### src/rtl/fnd_pkg.sv
// Shared 7-segment font constants for the FND display drivers.
// Fonts are active-low {dp, g..a}; every constant has dp off.
package fnd_pkg;

    localparam logic [7:0] FONT_0     = 8'hC0;
    localparam logic [7:0] FONT_1     = 8'hF9;
    localparam logic [7:0] FONT_2     = 8'hA4;
    localparam logic [7:0] FONT_3     = 8'hB0;
    localparam logic [7:0] FONT_4     = 8'h99;
    localparam logic [7:0] FONT_5     = 8'h92;
    localparam logic [7:0] FONT_6     = 8'h82;
    localparam logic [7:0] FONT_7     = 8'hF8;
    localparam logic [7:0] FONT_8     = 8'h80;
    localparam logic [7:0] FONT_9     = 8'h90;
    localparam logic [7:0] FONT_BLANK = 8'hFF;

    localparam logic [1:0] DIGIT_LAST = 2'd3;

endpackage

### src/rtl/bcd_to_fnd.sv
// Combinational decimal digit to active-low g..a segment lookup.
module bcd_to_fnd
    import fnd_pkg::*;
(
    input  logic [3:0] i_bcd,
    output logic [6:0] o_seg
);

    always_comb begin
        o_seg = FONT_BLANK[6:0];
        case (i_bcd)
            4'd0:    o_seg = FONT_0[6:0];
            4'd1:    o_seg = FONT_1[6:0];
            4'd2:    o_seg = FONT_2[6:0];
            4'd3:    o_seg = FONT_3[6:0];
            4'd4:    o_seg = FONT_4[6:0];
            4'd5:    o_seg = FONT_5[6:0];
            4'd6:    o_seg = FONT_6[6:0];
            4'd7:    o_seg = FONT_7[6:0];
            4'd8:    o_seg = FONT_8[6:0];
            4'd9:    o_seg = FONT_9[6:0];
            default: o_seg = FONT_BLANK[6:0];
        endcase
    end

endmodule

### src/rtl/fnd_controller_watch.sv
// Four-digit multiplexed FND driver for a stopwatch/clock: sec:msec or hour:min
// view, with a tear-free snapshot taken at each frame start and a 1 Hz dp blink.
module fnd_controller_watch
    import fnd_pkg::*;
#(
    parameter int REFRESH_COUNT = 100_000
) (
    input  logic       clk,
    input  logic       reset,
    input  logic [6:0] i_msec,
    input  logic [5:0] i_sec,
    input  logic [5:0] i_min,
    input  logic [4:0] i_hour,
    input  logic       sel_mode,
    output logic [3:0] fnd_com,
    output logic [7:0] fnd_font
);

    localparam int CW = (REFRESH_COUNT > 1) ? $clog2(REFRESH_COUNT) : 1;
    localparam logic [CW-1:0] CNT_LAST = CW'(REFRESH_COUNT - 1);

    logic [CW-1:0] r_cnt;
    logic          r_tick;
    logic [1:0]    r_idx;
    logic [6:0]    r_msec;
    logic [5:0]    r_sec;
    logic [5:0]    r_min;
    logic [4:0]    r_hour;
    logic          r_mode;

    logic          w_wrap;
    logic [1:0]    w_idx_next;
    logic [6:0]    w_msec;
    logic [5:0]    w_sec;
    logic [5:0]    w_min;
    logic [4:0]    w_hour;
    logic          w_mode;
    logic [6:0]    w_hi;
    logic [6:0]    w_lo;
    logic [3:0]    w_digit;
    logic          w_dp;
    logic [6:0]    w_seg;

    always_ff @(posedge clk) begin
        if (reset) begin
            r_cnt  <= '0;
            r_tick <= 1'b0;
        end else begin
            r_cnt  <= (r_cnt == CNT_LAST) ? '0 : r_cnt + 1'b1;
            r_tick <= (r_cnt == CNT_LAST);
        end
    end

    assign w_wrap     = r_tick && (r_idx == DIGIT_LAST);
    assign w_idx_next = r_idx + 2'd1;

    // The digit lit on the wrap edge must already see the values being captured.
    assign w_msec = w_wrap ? i_msec   : r_msec;
    assign w_sec  = w_wrap ? i_sec    : r_sec;
    assign w_min  = w_wrap ? i_min    : r_min;
    assign w_hour = w_wrap ? i_hour   : r_hour;
    assign w_mode = w_wrap ? sel_mode : r_mode;

    always_ff @(posedge clk) begin
        if (reset) begin
            r_msec <= '0;
            r_sec  <= '0;
            r_min  <= '0;
            r_hour <= '0;
            r_mode <= 1'b0;
        end else if (w_wrap) begin
            r_msec <= i_msec;
            r_sec  <= i_sec;
            r_min  <= i_min;
            r_hour <= i_hour;
            r_mode <= sel_mode;
        end
    end

    assign w_hi = w_mode ? {2'b00, w_hour} : {1'b0, w_sec};
    assign w_lo = w_mode ? {1'b0, w_min}   : w_msec;

    always_comb begin
        w_digit = 4'd0;
        case (w_idx_next)
            2'd0: w_digit = 4'(w_lo % 7'd10);
            2'd1: w_digit = 4'((w_lo / 7'd10) % 7'd10);
            2'd2: w_digit = 4'(w_hi % 7'd10);
            2'd3: w_digit = 4'((w_hi / 7'd10) % 7'd10);
            default: w_digit = 4'd0;
        endcase
    end

    assign w_dp = !((w_idx_next == 2'd2) && (w_msec < 7'd50));

    bcd_to_fnd u_bcd_to_fnd (
        .i_bcd (w_digit),
        .o_seg (w_seg)
    );

    always_ff @(posedge clk) begin
        if (reset) begin
            r_idx    <= DIGIT_LAST;
            fnd_com  <= 4'b1111;
            fnd_font <= FONT_BLANK;
        end else if (r_tick) begin
            r_idx    <= w_idx_next;
            fnd_com  <= ~(4'b0001 << w_idx_next);
            fnd_font <= {w_dp, w_seg};
        end
    end

endmodule

### config.mk
export PLATFORM = sky130hd
export DESIGN_NAME = fnd_controller_watch
export DESIGN_NICKNAME = d
export VERILOG_FILES = /design/src/rtl/fnd_pkg.sv /design/src/rtl/bcd_to_fnd.sv /design/src/rtl/fnd_controller_watch.sv
export SDC_FILE = /design/constraint.sdc
export NUM_CORES = 1
export LEC_CHECK = 0
export ABC_CLOCK_PERIOD_IN_PS = 9200
export CAP_MARGIN = 20
export CORE_MARGIN = 2
export CORE_UTILIZATION = 50
export DETAILED_ROUTE_END_ITERATION = 8
export PLACE_DENSITY = 0.79
export SYNTH_ARGS = -nofsm -noshare
export SYNTH_HDL_FRONTEND = slang
export SYNTH_SLANG_ARGS = --single-unit
### constraint.sdc
create_clock -name clk -period 9.2 [get_ports clk]
set_clock_uncertainty 0.1 [all_clocks]
set_input_delay 1.84 -clock clk [delete_from_list [all_inputs] [get_ports clk]]
set_output_delay 1.84 -clock clk [all_outputs]
set_load 0.005 [all_outputs]
==> flow_metrics.env <==
export IMPL_pin_count=39
export IMPL_ant_nets=0
export IMPL_yosysWarningCount=0
export IMPL_io_buffer_count=38
export IMPL_synth_area_sq_um=3960
export IMPL_maxCapViolCount=0
export IMPL_met1_usage_pct=29.8
export IMPL_postSynthAreaPerCell_sq_um=8.02
export IMPL_cts_resized=0
export IMPL_vias=3680
export IMPL_p_leak_nw=1.74
export IMPL_fin_crit_sh_pct=81.3
export IMPL_cts_tree="done"
export IMPL_fillCellCount=704
export IMPL_cts_setup_buffers=0
export IMPL_async_flop_share_pct=0
export IMPL_crit_path_frequent_cell="ha_1"
export IMPL_holdCritPathClass="register to register"
export IMPL_grt_pass1_vias=3607
export IMPL_max_clock_path_buffers=2
export IMPL_antenna_found_initial=0
export IMPL_place_hpwl_microns=6800
export IMPL_ys_seq_area_share_pct=28.8
export IMPL_end_kind="register"
export IMPL_cp_top_family="compound AO/OA/AOI/OAI gates"
export IMPL_path_clk_slew_ns=0.07
export IMPL_synth_edf_count=0
export IMPL_ff2ff_setup_slack_ns=2.58
export IMPL_syn_nets=535
export IMPL_clk_latency_ns=0.34
export IMPL_grt_usage_pct=23.3
export IMPL_h_tree_depth=3
export IMPL_root_buffer="clkbuf_8"
export IMPL_rsz0062_at_grt="false"
export IMPL_synth_seq_cells=57
export IMPL_cp_data_required_time_ns=9.37
export IMPL_area_growth_synth_to_final_pct=15.7
export IMPL_fin_nets=561
export IMPL_cts_made_buffers=9
export IMPL_drive_above_1_share_pct=10.5
export IMPL_layout_commonest_cell="nand2_1"
export IMPL_slew_headroom_pct=40.1
export IMPL_wirelength_microns=9490
export IMPL_fp_dieArea_sq_um=8650
export IMPL_fin_crit_ns=7.48
export IMPL_slew_violations=0
export IMPL_finalSetupViolCount=0
export IMPL_gr_total_overflow=0
export IMPL_worst_ep_arrival_time_ns=7.65
export IMPL_post_drt_wl_per_cell_microns=15.1
export IMPL_cts_hold_buf=0
export IMPL_crit_path_max_fanout=17
export IMPL_drt_first_pass_iters=5
export IMPL_cp_slowest_cell="clkdlybuf4s50_1"
export IMPL_ys_flop_type="dfxtp_1"
export IMPL_hold_violations=0
export IMPL_grt_busiest_layer="met2"
export IMPL_irDropWorstVdd_mv=0.101
export IMPL_die_h_microns=93.0
export IMPL_diodes=0
export IMPL_dp_cells=611
export IMPL_met2_usage_pct=39.4
export IMPL_die_w_microns=93.0
export IMPL_cp_start_kind="primary input"
export IMPL_p_per_area_nw_per_um2=118
export IMPL_synth_cell_types=79
export IMPL_path_cells="clkdlybuf4s50_1, mux2_4, mux4_2, a31oi_1, mux2_4, ha_1, nand2_1, o221a_2, o211a_1, or2_1, a22oi_2, inv_2, ha_1, and3_1, o21ai_0, a21boi_0, ha_1, inv_1, a2111oi_1, o41ai_1, a21oi_1"
export IMPL_layout_cells_non_filler=627
export IMPL_cts_sinks=57
export IMPL_grt_pass1_wl_microns=16400
export IMPL_first_iter_violations=312
export IMPL_initial_core_util_pct=51.5
export IMPL_layout_common_cells="90 x nand2_1, 57 x dfxtp_1, 41 x nor2_1"
export IMPL_status="complete, no violations"
export IMPL_syn_inst=494
export IMPL_placementRows=32
export IMPL_path_buf_inv=3
export IMPL_max_stage_delay_ns=1.03
export IMPL_seq_area_sq_um=1140
export IMPL_grt_max_degree=37
export IMPL_route_detailed_drc=0
export IMPL_path_class="primary input to register"
export IMPL_fin_setup_tns_ns=0
export IMPL_gp_congestion=0.890
export IMPL_coreArea_sq_um=7690
export IMPL_vias_per_cell=5.87
export IMPL_tightest_slew_ns=0.897
export IMPL_clock_fmax_ghz=0.134
export IMPL_grt_util_met3_pct=3.63
export IMPL_multi_input_comb_area_sq_um=2620
## worst paths after layout
check,start,end,depth (start not counted)
worst min register to register,r_cnt[0]$_SDFF_PP0_,r_cnt[0]$_SDFF_PP0_,1
worst min-delay path,r_cnt[0]$_SDFF_PP0_,r_cnt[0]$_SDFF_PP0_,1
worst max-delay path,sel_mode,fnd_font[6]$_SDFFE_PP1P_,21
worst max register to register,r_idx[0]$_SDFFE_PP1P_,fnd_font[6]$_SDFFE_PP1P_,21
## worst register-to-register path: cells and delay by family, from the launching register on
family	cells	cell delay, ns
multiplexers	2	0.93
buffers and inverters	2	0.17
AND/OR/NAND/NOR	4	1.15
adder cells (fa/ha/maj)	4	1.46
AO/OA/AOI/OAI	9	2.30
flip-flops	1	0.43
## cells by family after synthesis
logic type / after synthesis / share of synthesized area [%]
muxes: 43 / 11.7
and+or+nand+nor: 207 / 25.2
xor gates and xnor gates: 16 / 3.54
AOI/OAI and AO/OA: 113 / 21.4
adders and majority gates: 14 / 4.42
DFF: 57 / 28.8
buffers and inverters: 44 / 4.93
## stage by stage
step	setup slack (ns)	total power, W	hold slack, ns	util [%]	cell area, sq um
final	1.72	0.000540	0.354	59.6	4580
after global routing	1.30	0.000557	0.378	59.6	4580
after CTS	1.82	0.000544	0.356	59.6	4580
after detailed placement	1.48	0.000282	0.340	56.8	4360
after global placement	1.73	0.000282	0.332	56.8	4360
after floorplan	2.93	0.000266	0.318	-	3960
## synth_stat cells (all sizes together), types with 3 or more instances
cell type,count,area [sq um]
a31oi,6,58.8
o21ai,10,53.8
nor4,6,56.3
mux2,11,131
inv,17,63.8
dfxtp,57,1140
o31ai,3,22.5
nor2b,7,43.8
a22oi,5,42.5
a21oi,41,209
clkbuf,11,41.3
nand4b,3,26.3
mux2i,31,310
xor2,7,61.3
o211ai,5,37.5
nor2,41,154
buf,15,86.3
and3,5,31.3
nand2,91,344
nor3,8,40.0
o21a,7,52.6
ha,14,175
nand2b,4,25.0
a211oi,6,55.1
nand3,15,80.1
or3,5,31.3
nand4,4,25.0
xnor2,9,78.8
and2,8,50.1
or2,5,31.3
## flip-flops by register name, summed over array words and instances (netlist names), 2 cells and up
| register | count |
|---|---|
| r_cnt | 17 |
| fnd_font | 8 |
| r_msec | 7 |
| r_min | 6 |
| r_sec | 6 |
| r_hour | 5 |
| fnd_com | 4 |
| r_idx | 2 |
## final cells by class
cell class / count / area share (%)
multi-input cells: 393 / 57.2
flip-flops and latches: 57 / 24.9
repair buffers: 41 / 8.79
clock buffers: 11 / 3.08
well taps: 102 / 2.78
clock inverters: 5 / 1.72
inverters: 18 / 1.47
## metal layers
layer,part of all wire (%),routed length [microns],vias to the layer above
met1,45,4260,1742
met3,4.9,462,14
met5,0,0,-
met2,49,4650,111
met4,1.3,122,0
li1,-,-,1813
## report_power, final
group          switching, W  internal, W
logic             0.0000127    0.0000151
clock network      0.000104     0.000159
registers       0.000000830     0.000248
total              0.000117     0.000422
(Power assumes the default switching activity.)
